<file path="config.mk">
export PLATFORM = sky130hd
export DESIGN_NAME = mem_word_adapter
export DESIGN_NICKNAME = d
export VERILOG_FILES = /design/src/rtl/mem_pkg.sv /design/src/rtl/mem_word_adapter.sv
export SDC_FILE = /design/constraint.sdc
export NUM_CORES = 1
export LEC_CHECK = 0
export ABC_AREA = 1
export BUFFER_PORTS_ARGS = -buffer_cell sky130_fd_sc_hd__buf_2
export CAP_MARGIN = 20
export CELL_PAD_IN_SITES_DETAIL_PLACEMENT = 0
export CELL_PAD_IN_SITES_GLOBAL_PLACEMENT = 2
export CORE_UTILIZATION = 31
export CTS_CLUSTER_DIAMETER = 120
export DETAILED_ROUTE_END_ITERATION = 8
export PLACE_DENSITY = 0.8
export SLEW_MARGIN = 15
export SYNTH_ARGS = -nofsm -noshare
export SYNTH_HDL_FRONTEND = slang
export SYNTH_SLANG_ARGS = --single-unit
</file>
<file path="constraint.sdc">
create_clock -name clk -period 2.48 [get_ports clk]
set_input_delay 0.248 -clock clk [delete_from_list [all_inputs] [get_ports clk]]
set_output_delay 0.248 -clock clk [all_outputs]
set_load 0.005 [all_outputs]
</file>
<file path="src/rtl/mem_pkg.sv">
// Shared widths and adapter state type for the word-to-byte memory adapter.
package mem_pkg;

  localparam int unsigned ADDR_W = 16;
  localparam int unsigned BYTE_W = 8;
  localparam int unsigned WORD_W = 16;
  localparam int unsigned CNT_W  = 4;

  typedef enum logic [2:0] {
    IDLE  = 3'd0,
    WR_HI = 3'd1,
    WR_LO = 3'd2,
    RD_HI = 3'd3,
    RD_LO = 3'd4,
    RSP   = 3'd5
  } adapterState_t;

endpackage

</file>
<file path="src/rtl/mem_word_adapter.sv">
// Splits 16-bit word requests into two big-endian byte accesses on a
// byte-wide memory with a fixed read latency.
module mem_word_adapter
  import mem_pkg::*;
#(
  parameter int unsigned READ_LATENCY = 1
) (
  input  logic              clk,
  input  logic              reset,
  input  logic              reqValid,
  output logic              reqReady,
  input  logic              reqWrite,
  input  logic [ADDR_W-1:0] reqAddress,
  input  logic [WORD_W-1:0] reqWriteData,
  output logic              rspValid,
  output logic [WORD_W-1:0] rspReadData,
  output logic              memWrite,
  output logic [ADDR_W-1:0] memAddress,
  output logic [BYTE_W-1:0] memWriteValue,
  input  logic [BYTE_W-1:0] memReadValue
);

  localparam logic [CNT_W-1:0] PHASE_LOAD = CNT_W'(READ_LATENCY);

  adapterState_t     state, stateNext;
  logic [CNT_W-1:0]  cnt, cntNext;
  logic [ADDR_W-1:0] addrReg, addrNext;
  logic [BYTE_W-1:0] loByteReg, loByteNext;
  logic              reqReadyNext, rspValidNext, memWriteNext;
  logic [ADDR_W-1:0] memAddressNext;
  logic [BYTE_W-1:0] memWriteValueNext;
  logic [WORD_W-1:0] rspReadDataNext;

  // State, counter and all outputs are registered from next-state values.
  always_ff @(posedge clk or posedge reset) begin
    if (reset) begin
      state         <= IDLE;
      cnt           <= '0;
      addrReg       <= '0;
      loByteReg     <= '0;
      reqReady      <= 1'b1;
      rspValid      <= 1'b0;
      memWrite      <= 1'b0;
      memAddress    <= '0;
      memWriteValue <= '0;
      rspReadData   <= '0;
    end else begin
      state         <= stateNext;
      cnt           <= cntNext;
      addrReg       <= addrNext;
      loByteReg     <= loByteNext;
      reqReady      <= reqReadyNext;
      rspValid      <= rspValidNext;
      memWrite      <= memWriteNext;
      memAddress    <= memAddressNext;
      memWriteValue <= memWriteValueNext;
      rspReadData   <= rspReadDataNext;
    end
  end

  always_comb begin
    stateNext         = state;
    cntNext           = cnt;
    addrNext          = addrReg;
    loByteNext        = loByteReg;
    reqReadyNext      = 1'b0;
    rspValidNext      = 1'b0;
    memWriteNext      = 1'b0;
    memAddressNext    = memAddress;
    memWriteValueNext = memWriteValue;
    rspReadDataNext   = rspReadData;

    unique case (state)
      IDLE: begin
        if (reqValid) begin
          addrNext       = reqAddress;
          loByteNext     = reqWriteData[BYTE_W-1:0];
          memAddressNext = reqAddress;
          if (reqWrite) begin
            stateNext         = WR_HI;
            memWriteNext      = 1'b1;
            memWriteValueNext = reqWriteData[WORD_W-1:BYTE_W];
          end else begin
            stateNext = RD_HI;
            cntNext   = PHASE_LOAD;
          end
        end else begin
          reqReadyNext = 1'b1;
        end
      end
      WR_HI: begin
        stateNext         = WR_LO;
        memWriteNext      = 1'b1;
        memAddressNext    = ADDR_W'(addrReg + ADDR_W'(1));
        memWriteValueNext = loByteReg;
      end
      WR_LO: begin
        stateNext    = RSP;
        rspValidNext = 1'b1;
      end
      // Each read phase holds the address until the counter expires, then
      // captures the byte on that final edge.
      RD_HI: begin
        if (cnt == '0) begin
          rspReadDataNext[WORD_W-1:BYTE_W] = memReadValue;
          stateNext      = RD_LO;
          memAddressNext = ADDR_W'(addrReg + ADDR_W'(1));
          cntNext        = PHASE_LOAD;
        end else begin
          cntNext = CNT_W'(cnt - CNT_W'(1));
        end
      end
      RD_LO: begin
        if (cnt == '0) begin
          rspReadDataNext[BYTE_W-1:0] = memReadValue;
          stateNext    = RSP;
          rspValidNext = 1'b1;
        end else begin
          cntNext = CNT_W'(cnt - CNT_W'(1));
        end
      end
      RSP: begin
        stateNext    = IDLE;
        reqReadyNext = 1'b1;
      end
      default: begin
        stateNext    = IDLE;
        reqReadyNext = 1'b1;
      end
    endcase
  end

endmodule

</file>
==> Yosys cells after proc, flatten, opt, wreduce, memory -nomap -nowiden <==
Index checks and enable logic that the tools add are counted.
W data, S select, Z words.
{ "totals": {"ff_bits": 74, "inputBits": 44, "word_cells": 59} }
{ "classes": {"n_addsub": 2, "n_eq_ne": 10, "mux": 23, "reduce_logical": 13} }
{ "op_table": {"columns": ["operator", "count"], "rows": [
  ["$pmux W16 S3", 1],
  ["$mux W16", 2],
  ["$add A16 B1 Y16 const B", 1],
  ["$mux W4", 4],
  ["$mux W8", 2],
  ["$pmux W8 S2", 1],
  ["$pmux W3 S5", 1],
  ["$ne A2 B2 Y1 const B", 6],
  ["$pmux W4 S3", 1],
  ["$mux W3", 3],
  ["$reduce_and A3 Y1", 3],
  ["$eq A3 B2 Y1 const B", 2],
  ["$pmux W1 S2", 3],
  ["$reduce_and A2 Y1", 3],
  ["$reduce_bool A3 Y1", 2],
  ["$logic_not A4 Y1", 1],
  ["$mux W1", 4],
  ["$reduce_and A4 Y1", 1],
  ["$reduce_or A4 Y1", 1],
  ["$sub A4 B1 Y4 const B", 1],
  ["$eq A3 B1 Y1 const B", 1],
  ["$eq A3 B3 Y1 const B", 1],
  ["$logic_not A3 Y1", 1],
  ["$mux W2", 1],
  ["$reduce_bool A2 Y1", 1]
]} }

==> Depth between registers and ports, before layout <==
{ "depth": {"depth_word": 3, "depth_mapped": 9, "depth_no_buf": 9} }

==> Worst setup path before layout <==
Ideal clock, no wire load.
{ "synth_path": {"path_kind": "register to register", "from": "register cnt[0]", "to": "register cnt[3]", "setup_ps": 116, "arrival_ps": 1449, "required_ps": 2364, "setup_slack_ps": 914, "stages_incl_launch_ff": 10, "path_buffers": 0, "synth_period_minus_slack_ps": 1566, "cell_sequence": "dfrtp_1 -> inv_1 -> ha_1 -> nand3_1 -> nor2_1 -> clkinv_1 -> nand2_1 -> inv_1 -> nand2_1 -> nand2_1"} }
{ "synth_between": {"elab_chain_cells": 3, "elab_cells_between_ends": 7} }
{ "synth_rtl": {"columns": ["item", "line_no", "source"], "rows": [
  ["start, declared", "mem_word_adapter.sv:26", "logic [CNT_W-1:0] cnt, cntNext;"],
  ["start signal, assigned", "mem_word_adapter.sv:49", "cnt <= cntNext;"],
  ["$sub A4 B1 Y4 or $logic_not A4 Y1 (tied branches)", null, null],
  ["$mux W4 (tied with other cells)", "mem_word_adapter.sv:114", "if (cnt == '0) begin"],
  ["$pmux W4 S3 or $reduce_and A4 Y1 (tied branches)", null, null]
]} }
Several ways; a longest one is shown, not always the timed one. The select of a mux whose other input is x is not followed.
A chain may end at the register's enable or synchronous reset.

==> Final worst setup path <==
{ "layout_path": {"from": "register state[1]", "to": "register memWriteValue[2]"} }
{ "layout_between": {"elab_chain_cells": 3, "elab_cells_between_ends": 7} }
{ "layout_rtl": {"columns": ["item", "line_no", "source"], "rows": [
  ["start, declared", "mem_word_adapter.sv:25", "adapterState_t state, stateNext;"],
  ["start signal, assigned", "mem_word_adapter.sv:48", "state <= stateNext;"],
  ["$eq A3 B1 Y1 or $logic_not A3 Y1 (tied branches)", "mem_word_adapter.sv:73", "unique case (state)"],
  ["$reduce_bool A2 Y1 (no line) or $ne A2 B2 Y1 (tied branches)", null, null],
  ["$reduce_and A3 Y1 (no line)", null, null],
  ["end signal, assigned", "mem_word_adapter.sv:56", "memWriteValue <= memWriteValueNext;"],
  ["end, declared", "mem_word_adapter.sv:19", "output logic [BYTE_W-1:0] memWriteValue,"]
]} }
Several ways; a longest one is shown, not always the timed one.

==> metrics.cfg <==
[route]
wl_per_cell_um=12.69
first_iter_violations=94
vias=3105
ant_nets=0
vias_per_cell=4.500
finalWirelength_mm=8.753
drt_first_pass_iters=4
drcViolationCount=0

[clocking]
ctsResizeCount=0
clk_latency_ps=330
clock-root-buffer=clkbuf_16
max-clock-path-buffers=2
cts_buffers=9
htree_levels=3
clk_pin_slew_ps=60
tritoncts=done
cts_setup_buffers=0
cts.sinks=74
ctsHoldBuffers=1

[synth]
synthSimpleGateAreaFrac_pct=27.87
syn_area_mm2=0.003632
synth_sequential_area_ratio_pct=51.02
synth_mux_area_share_pct=3.824
synth_top_family_by_area=simple AND/OR/NAND/NOR gates
synth_cells=451
synthAdderAreaFrac_pct=0.6889
ys_types=30
synth-seq-cells=74
synth_compound_area_share_pct=7.785
ys_warn_count=0
synth_xor_area_share_pct=1.688
synth_nets=497
syn_area_per_cell_um2=8.054

[placement]
post-dp-hpwl_mm=6.180
place_congestion=0.7603
portBuffers=86

[run_status]
status=finished clean

[worst_setup_path]
critPathCaptureType=flop
crit_chain=nor2_4 -> nand2_4 -> inv_2 -> nand2_2 -> o21ai_2 -> inv_2 -> nand2_1 -> o21ai_2
cp_top_family=simple AND/OR/NAND/NOR gates
path_max_fanout=19
critPathBufInv=2
critPathArrivalTime_ps=2170
crit_path_start_kind=flop
critPathKind=flop to flop
cp_slowest_cell=dfrtp_1
cpPeakStageDelay_ps=460
required_ps=2700

[sta]
hold_violations=0
setup-tns-final_ps=0
relSlewSlack_pct=71.03
finalSetupViolCount=0
min_period_ps=1950
worst_slew_pin_slew_ps=434.1
rsz0062_at_grt=no
finalCritPeriodShare_pct=78.65
fmax_mhz=512.7
fin_hold_ws_ps=153.3
slew_violations=0
clock-skew-final_ps=6.495

[grt]
grt_max_degree=42
grtUsageTotal_pct=15.90
antenna_found_initial=1
grt_pass1_vias=3055
overflow=0
grt_pass1_wl_mm=14.54

[layout]
most-common-layout-cells=nand2_1, buf_2, dfrtp_1
area_growth_pct=24.49
nNetsFinal=588
drive_gt1_share_pct=23.58
final_common_cell=nand2_1
diodes=0

[die]
start_util_pct=31.81
io-pin-count=87
die_width_um=110.2
fp.dieArea_mm2=0.01215
core_area_mm2=0.01142
fp.dieH_um=110.2
fp-row-count=39

[hold_path]
worstHoldPathType=input pin to flop

[power]
p_per_area_mw_per_mm2=1352
max-vdd-ir-drop_uv=508.1
leakage_nw=2.459

[flow_run]
cap_violations=0

state kept, by name, indices dropped and copies added (netlist names):
| signal | flops |
|---|---|
| cnt | 4 |
| rspReadData | 16 |
| memAddress | 16 |
| addrReg | 16 |
| memWriteValue | 8 |
| state | 3 |
| rspValid | 1 |
| reqReady | 1 |
| memWrite | 1 |
| loByteReg | 8 |
per-layer routing:
metal  wire [µm]  up-vias  share of wire, %  track usage [%]
met3         533       14               6.1            4.115
li1            -     1610                 -                -
met5          16        -              0.18                0
met1        4213     1409                48            20.87
met2        3835       70                44            24.49
met4         154        2               1.8            7.331
cell usage after synthesis:
library cell	number	area, µm²
o21ai_2	2	17.52
nand3_1	31	155.2
clkbuf_1	2	7.510
a21oi_1	13	65.06
nor2_1	47	176.4
clkinv_1	1	3.750
buf_6	3	33.78
o21ai_0	37	185.2
dfstp_2	1	26.28
xnor2_1	3	26.28
inv_1	43	161.4
or2_4	1	8.760
nand3_4	1	17.52
nand4_1	5	31.28
buf_4	2	15.01
nand3_2	1	10.01
a21o_1	1	7.510
inv_2	2	7.510
dfrtp_1	73	1827
ha_1	2	25.02
nand2_2	1	6.260
nand2_4	1	11.26
nor2_2	1	6.260
buf_2	6	30.03
nand2_1	154	578.1
xor2_1	4	35.03
mux2_4	4	60.06
nor2_4	1	11.26
o31ai_1	1	7.510
mux2_2	7	78.83
cells by family (layout without fill, tap and decap cells):
kind of cell / count (synthesis) / count (layout)
simple gates: 244 / 244
flops: 74 / 74
buf+inv: 59 / 155
compound gates: 54 / 54
mux: 11 / 11
xor+xnor: 7 / 7
fa+ha+maj: 2 / 2
through the flow:
| step | util (%) | cells | area (µm²) | setup slack (ps) | power [W] |
|---|---|---|---|---|---|
| after floorplan | - | 451 | 3632 | 352.0 | 0.004052 |
| after global placement | 36.89 | 673 | 4213 | 499.7 | 0.004829 |
| after detailed placement | 36.89 | 673 | 4213 | 494.3 | 0.004863 |
| after CTS | 39.60 | 690 | 4522 | 486.7 | 0.006225 |
| after global routing | 39.60 | 690 | 4522 | 303.2 | 0.006762 |
| final | 39.60 | 690 | 4522 | 529.5 | 0.006115 |
path summary, 6_finish.rpt:
path | endpoint | slack [ps] | cells past startpoint | from
setup reg to reg | memWriteValue[2] | 530 | 8 | state[1]
max in group asynchronous | reqReady | 1540 | 4 | reset
hold / removal | loByteReg[5] | 150 | 2 | reqWriteData[5]
setup / recovery | memWriteValue[2] | 530 | 8 | state[1]
min in group asynchronous | memAddress[14] | 490 | 4 | reset
hold reg to reg | memAddress[7] | 470 | 2 | memAddress[7]
cell type report:
class	instances	area, µm²
Multi-Input combinational cell	318	1520
Clock buffer	14	264.0
Clock inverter	2	35.03
Sequential cell	74	1853
Inverter	46	172.7
Fill cell	1202	6897
Timing Repair Buffer	93	498.0
Tap cell	143	178.9
where the power goes:
part	total, W	switching, W	internal (W)
clock network	0.00131	0.000480	0.000833
registers	0.00224	0.000416	0.00182
logic	0.00257	0.00154	0.00103
total	0.00611	0.00244	0.00368
(Power assumes the default switching activity.)
